==> src/rtl/countdown_timer.sv <==
// BCD MM:SS countdown timer advanced by a 1 Hz tick strobe, with a one-cycle
// done strobe on expiry and an alarm held for ALARM_TICKS ticks.
module countdown_timer #(
  parameter int ALARM_TICKS = 10
) (
  input  logic       clk,
  input  logic       reset,
  input  logic       tick,
  input  logic       start,
  input  logic       pause,
  input  logic       clear,
  input  logic       load,
  input  logic [7:0] preset_min,
  input  logic [7:0] preset_sec,
  output logic [7:0] min_bcd,
  output logic [7:0] sec_bcd,
  output logic       running,
  output logic       done,
  output logic       alarm
);

  typedef enum logic [1:0] {IDLE, RUN, PAUSED, EXPIRED} state_t;

  localparam logic [7:0] ALARM_INIT = 8'(ALARM_TICKS);

  state_t      state;
  logic [7:0]  alarm_cnt;
  logic [15:0] dec_val;
  logic [15:0] preset_val;
  logic        count_nz;

  function automatic logic [3:0] clamp9(input logic [3:0] d);
    return (d > 4'd9) ? 4'd9 : d;
  endfunction

  function automatic logic [15:0] sanitise(input logic [7:0] m, input logic [7:0] s);
    logic [3:0] st;
    st = (s[7:4] > 4'd5) ? 4'd5 : s[7:4];
    return {clamp9(m[7:4]), clamp9(m[3:0]), st, clamp9(s[3:0])};
  endfunction

  // One-second BCD decrement; sec ones, sec tens and min ones borrow in turn.
  function automatic logic [15:0] bcd_dec(input logic [15:0] v);
    logic [3:0] mt, mo, st, so;
    {mt, mo, st, so} = v;
    if (so != 4'd0) begin
      so = so - 4'd1;
    end else begin
      so = 4'd9;
      if (st != 4'd0) begin
        st = st - 4'd1;
      end else begin
        st = 4'd5;
        if (mo != 4'd0) begin
          mo = mo - 4'd1;
        end else begin
          mo = 4'd9;
          if (mt != 4'd0) begin
            mt = mt - 4'd1;
          end else begin
            mt = 4'd0;
          end
        end
      end
    end
    return {mt, mo, st, so};
  endfunction

  assign dec_val    = bcd_dec({min_bcd, sec_bcd});
  assign preset_val = sanitise(preset_min, preset_sec);
  assign count_nz   = ({min_bcd, sec_bcd} != 16'h0000);

  // Control FSM with strict strobe priority: clear > load > pause > start > tick.
  always_ff @(posedge clk or posedge reset) begin
    if (reset) begin
      state     <= IDLE;
      min_bcd   <= 8'h00;
      sec_bcd   <= 8'h00;
      running   <= 1'b0;
      done      <= 1'b0;
      alarm     <= 1'b0;
      alarm_cnt <= 8'd0;
    end else begin
      done <= 1'b0;
      if (clear) begin
        state     <= IDLE;
        min_bcd   <= 8'h00;
        sec_bcd   <= 8'h00;
        running   <= 1'b0;
        alarm     <= 1'b0;
        alarm_cnt <= 8'd0;
      end else if (load) begin
        if (state != RUN) begin
          state              <= IDLE;
          {min_bcd, sec_bcd} <= preset_val;
          running            <= 1'b0;
          alarm              <= 1'b0;
          alarm_cnt          <= 8'd0;
        end
      end else if (pause) begin
        if (state == RUN) begin
          state   <= PAUSED;
          running <= 1'b0;
        end
      end else if (start) begin
        if ((state == IDLE || state == PAUSED) && count_nz) begin
          state   <= RUN;
          running <= 1'b1;
        end
      end else if (tick) begin
        case (state)
          RUN: begin
            if (count_nz) begin
              {min_bcd, sec_bcd} <= dec_val;
              if (dec_val == 16'h0000) begin
                state     <= EXPIRED;
                running   <= 1'b0;
                done      <= 1'b1;
                alarm     <= 1'b1;
                alarm_cnt <= ALARM_INIT;
              end
            end
          end
          EXPIRED: begin
            if (alarm_cnt != 8'd0) begin
              alarm_cnt <= alarm_cnt - 8'd1;
              if (alarm_cnt == 8'd1) begin
                alarm <= 1'b0;
              end
            end
          end
          default: begin
          end
        endcase
      end
    end
  end

endmodule

==> config.mk <==
export PLATFORM = sky130hd
export DESIGN_NAME = countdown_timer
export DESIGN_NICKNAME = d
export VERILOG_FILES = /design/src/rtl/countdown_timer.sv
export SDC_FILE = /design/constraint.sdc
export NUM_CORES = 1
export LEC_CHECK = 0
export CAP_MARGIN = 15
export CORE_MARGIN = 4
export CORE_UTILIZATION = 30
export CTS_CLUSTER_DIAMETER = 200
export DETAILED_ROUTE_END_ITERATION = 10
export HOLD_SLACK_MARGIN = 0.08
export PLACE_DENSITY = 0.55
export SYNTH_ARGS = -nofsm -noshare
export SYNTH_HDL_FRONTEND = slang
export SYNTH_SLANG_ARGS = --single-unit
==> constraint.sdc <==
create_clock -name clk -period 3.65 [get_ports clk]
set_clock_uncertainty 0.05 [all_clocks]
set_input_delay 0.73 -clock clk [delete_from_list [all_inputs] [get_ports clk]]
set_output_delay 0.73 -clock clk [all_outputs]
set_load 0.005 [all_outputs]
# Yosys cells after proc, flatten, opt, wreduce, memory -nomap -nowiden
# Index checks and enable logic that the tools add are counted.
# classes
n_addsub,5
magnitude_cmp,4
eq_ne,14
mux,80
reduce_logical,22
# op_table
cell,n
2-to-1 mux 8 bit,25
2-to-1 mux 4 bit,14
2-to-1 mux 1 bit,28
nonzero test 4 bit,6
2-to-1 mux 2 bit,11
logical NOT 16 bit,1
one-hot mux 8 bit (2 select lines),1
nonzero test 16 bit,1
subtractor 4 x 1 -> 4 bit (second input constant),4
nonzero test 5 bit,3
> comparator 4 bit (second input constant),3
!= test 4 bit (second input constant),3
AND reduction 9 bit,1
nonzero test 3 bit,3
equality test 8 x 1 -> 1 bit (second input constant),1
AND reduction 8 bit,1
nonzero test 8 bit,1
subtractor 8 x 1 -> 8 bit (second input constant),1
AND reduction 7 bit,1
!= test 3 x 1 -> 1 bit (second input constant),2
AND reduction 6 bit,1
!= test 5 x 1 -> 1 bit (second input constant),1
equality test 2 bit (second input constant),2
> comparator 4 x 3 -> 1 bit (second input constant),1
9 further kinds,9
# totals
regBits,29
inputBits,23
out_inout_bits,19
elab_cells,132

# Longest topological paths before layout
# depth
word_depth,14
mapped_depth,7
mapped_depth_nobuf,6

# Worst setup path after synthesis
# OpenSTA, ideal clock, no wires.
# synth_path
path_type,input to register
startpoint,input load
endpoint,register min_bcd[6]
setup_time_ns,0.082
arrival_time_ns,1.857
t_required_ns,3.518
setup_slack_ns,1.660
stages,6
path_buffers,1
cell_sequence,nor4b_2 -> a211o_1 -> o211ai_2 -> or2_1 -> buf_2 -> o22ai_1
# synth_between
elab_chain_cells,2
word_cells_on_any_way,9
classes_between,3 x eq/ne; 2 x mux; 4 x reduce/logical
# synth_lines
element,line_no,text
from (decl),12,"input logic load,"
!= test 3 x 2 -> 1 bit (no line) (tied with other cells),-,
AND reduction 6 bit (no line) / 2-to-1 mux 8 bit (equally long branches),-,
to (signal assigned),95,"{min_bcd, sec_bcd} <= preset_val;"
to (signal assigned),114,"{min_bcd, sec_bcd} <= dec_val;"
to (decl),15,"output logic [7:0] min_bcd,"
# Parallel ways exist; a longest one is shown, timed or not.
# A chain may end at the register's enable or synchronous reset.

# Final worst setup path
# layout_path
startpoint,input clear
endpoint,register alarm_cnt[5]
# layout_between
elab_chain_cells,2
word_cells_on_any_way,10
classes_between,6 x eq/ne; 1 x mux; 3 x reduce/logical
# layout_lines
element,line_no,text
from (decl),11,"input logic clear,"
!= test 4 bit (no line) (tied with other cells),-,
AND reduction 8 bit (no line),-,
to (signal assigned),126,alarm_cnt <= alarm_cnt - 8'd1;
to (decl),27,logic [7:0] alarm_cnt;
# Parallel ways exist; a longest one is shown, timed or not.

==> out/metrics.csv <==
stage;metric;value;unit
status;status;finished clean;
power_and_ir_drop;p_leak;0.00105;uW
cts;clockBufferDepth;2;
cts;cts_hold_buf;0;
cts;htreeDepth;2;
yosys;yosysSeqAreaShare;0.361;
sta;fin_crit_sh;0.691;
route;dr.pass1.iters;4;
die;start_util;0.313;
place;pre_cts_ws;0.844;ns
place;gp_congestion;0.787;
route;ant_nets;0;
finish;fin_area;0.00258;mm^2
route;routed_via_density;5.50;
finish;syn2layout_area_growth;28.6;%
finish;num-nets-final;302;
yosys;synth_edf_count;0;
place;post-dp-hpwl;4.09;mm
sta;fin_crit;2.52;ns
finish;final_cell_mix;41 x clkdlybuf4s50_1, 29 x dfrtp_1, 25 x nor2_1;
finish;antenna_cells;0;
worst_setup_path;arrival;2.68;ns
cts;clock_sinks;29;
cts;cts_root_buf;clkbuf_8;
worst_hold_path;hold_path_class;reg2reg;
sta;fmax;0.396;GHz
finish;drive_gt1_frac;0.101;
worst_setup_path;start_kind;input pin;
cts;clkLatencyLatePin;0.28;ns
cts;cts_tree;yes;
yosys;async_reset_ff_frac;1.00;
sta;finalSetupViolCount;0;
global_route;grt_max_degree;33;
route;drtIter0Drc;148;
yosys;synth_top_area_share;0.361;
power_and_ir_drop;vdd_drop_max;0.000213;V
global_route;antenna_found_initial;0;
yosys;yosys_warnings;0;
yosys;synth_area_leaders;dfrtp_1 36%, nor2_1 4.7%, a21oi_1 3.7%, nand2_1 3.5%, a31oi_1 3.4%;
cts;cts_setup_buffers;0;
worst_setup_path;critical_path_class;in2reg;
global_route;grtUsageTotal;0.140;
job;maxCapViolCount;0;
die;die_area;0.00807;mm^2
place;place.port_buffers;41;
cts;cts_made_buffers;5;
worst_setup_path;path_max_fanout;13;
cts;path_clk_slew;0.06;ns
die;fp.dieH;89.8;um
yosys;syn-num-nets;262;
global_route;grt_overflow;0;
sta;max_slew_margin;0.590;
route;wl_per_cell;15.7;um
yosys;syn_avg_cell_area;8.48;um^2
yosys;synth_cell_types;59;
global_route;grt_pass1_wl;9.26;mm
cts;post_cts_resized;0;
route;vias;1954;
sta;tightest_slew;0.614;ns
sta;rsz0062_at_grt;false;
global_route;grt_pass1_vias;1862;
place;dpl_cell_area;0.00248;mm^2
worst_setup_path;cp-end-kind;flip-flop;
yosys;synth_top_cell_by_area;dfrtp_1;
yosys;synth_cells;237;
die;placementRows;29;
route;drc_errors;0;
worst_setup_path;cp_data_required_time;3.81;ns
sta;setup_tns;0;ns
route;wl;5.58;mm
finish;final_common_cell;clkdlybuf4s50_1;
sta;finalHoldViolCount;0;
finish;fillers;640;
yosys;synth_area;0.00201;mm^2
die;ios;42;
die;die_x;89.8;um
sta;maxSlewViolCount;0;
die;coreArea;0.00642;mm^2
yosys;synth-seq-cells;29;
sta;worst_slack;1.13;ns
yosys;synthFlopType;dfrtp_1;
power_and_ir_drop;cellPowerDensity;405;mW/mm^2
-- power by group --
group	switching [uW]	leakage, uW	internal [uW]
combinational	172	0.000607	166
sequential	59.1	0.000389	353
clock	127	0.0000542	170
-- through the flow --
stage,util,power [uW],instances,hold WS [ns]
floorplan,-,619,237,0.455
global placement,0.387,757,347,0.449
detailed placement,0.387,756,347,0.461
CTS,0.402,1060,355,0.476
global route,0.402,1120,355,0.488
finish,0.402,1050,355,0.468
-- critical path, stage by stage --
cell	delay (ns)
clkdlybuf4s50_1	0.66
or2_1	0.45
nor2_1	0.34
and3_1	0.26
a31oi_1	0.10
a31oi_1	0.14
-- Yosys cell counts, types with 2 or more instances --
master and number:
o21a_1 4, nand4_2 3, or2_1 2, nand3b_1 3, or3_1 2, ha_1 2, dfrtp_1 29, o22ai_1 5
a21o_1 3, nor4b_2 2, and3_1 2, o21ai_1 12, nor4_4 2, o31ai_1 3, nor4b_1 2, a211oi_1 2
o211ai_2 2, a22o_1 2, mux2i_1 2, and2_1 3, o21bai_1 3, a31oi_1 11, nor3_1 7, o21ai_0 10
buf_6 2, a21oi_1 15, nand3_1 8, inv_1 12, nor2_1 25, buf_2 2, nand2b_1 3, clkbuf_1 7
nand2_1 19
-- sequential cells by signal, summed over array words and instances (netlist names) --
name,flops
min_bcd,8
done,1
alarm,1
state,2
alarm_cnt,8
running,1
sec_bcd,8
-- area by class of cell --
type | instances | area (um^2) | share of cell area
Multi-Input combinational cell | 183 | 1170 | 0.452
Inverter | 12 | 45.0 | 0.0174
Tap cell | 77 | 96.3 | 0.0373
Clock buffer | 7 | 96.3 | 0.0373
Clock inverter | 1 | 5.00 | 0.00194
Sequential cell | 29 | 726 | 0.281
Timing Repair Buffer | 46 | 448 | 0.173
-- logic make-up after synthesis --
group / share of synthesized area
AO/OA/AOI/OAI: 0.286
adder cells (fa/ha/maj): 0.0125
buffers and inverters: 0.0573
flip-flops: 0.361
multiplexers: 0.00996
AND/OR/NAND/NOR: 0.273
-- final timing paths --
check	startpoint	end	slack [ns]	cells after the start
worst min-delay path	running$_DFFE_PP0P_	running$_DFFE_PP0P_	0.47	1
worst max-delay path	clear	alarm_cnt[5]$_DFFE_PP0P_	1.13	6
worst min register to register	running$_DFFE_PP0P_	running$_DFFE_PP0P_	0.47	1
min in group asynchronous	reset	alarm_cnt[5]$_DFFE_PP0P_	0.77	2
max in group asynchronous	reset	sec_bcd[0]$_DFFE_PP0P_	2.14	3
worst max register to register	sec_bcd[6]$_DFFE_PP0P_	alarm_cnt[6]$_DFFE_PP0P_	1.35	5
-- layer usage --
layer  vias to the layer above  wire, um  global-route usage
li1                        963         -                   -
met1                       918      2600               0.188
met2                        66      2530               0.219
met3                         7       368              0.0376
met4                         0        76              0.0447
met5                         -         0                   0
Note: power is estimated with default switching activity, not from simulation.
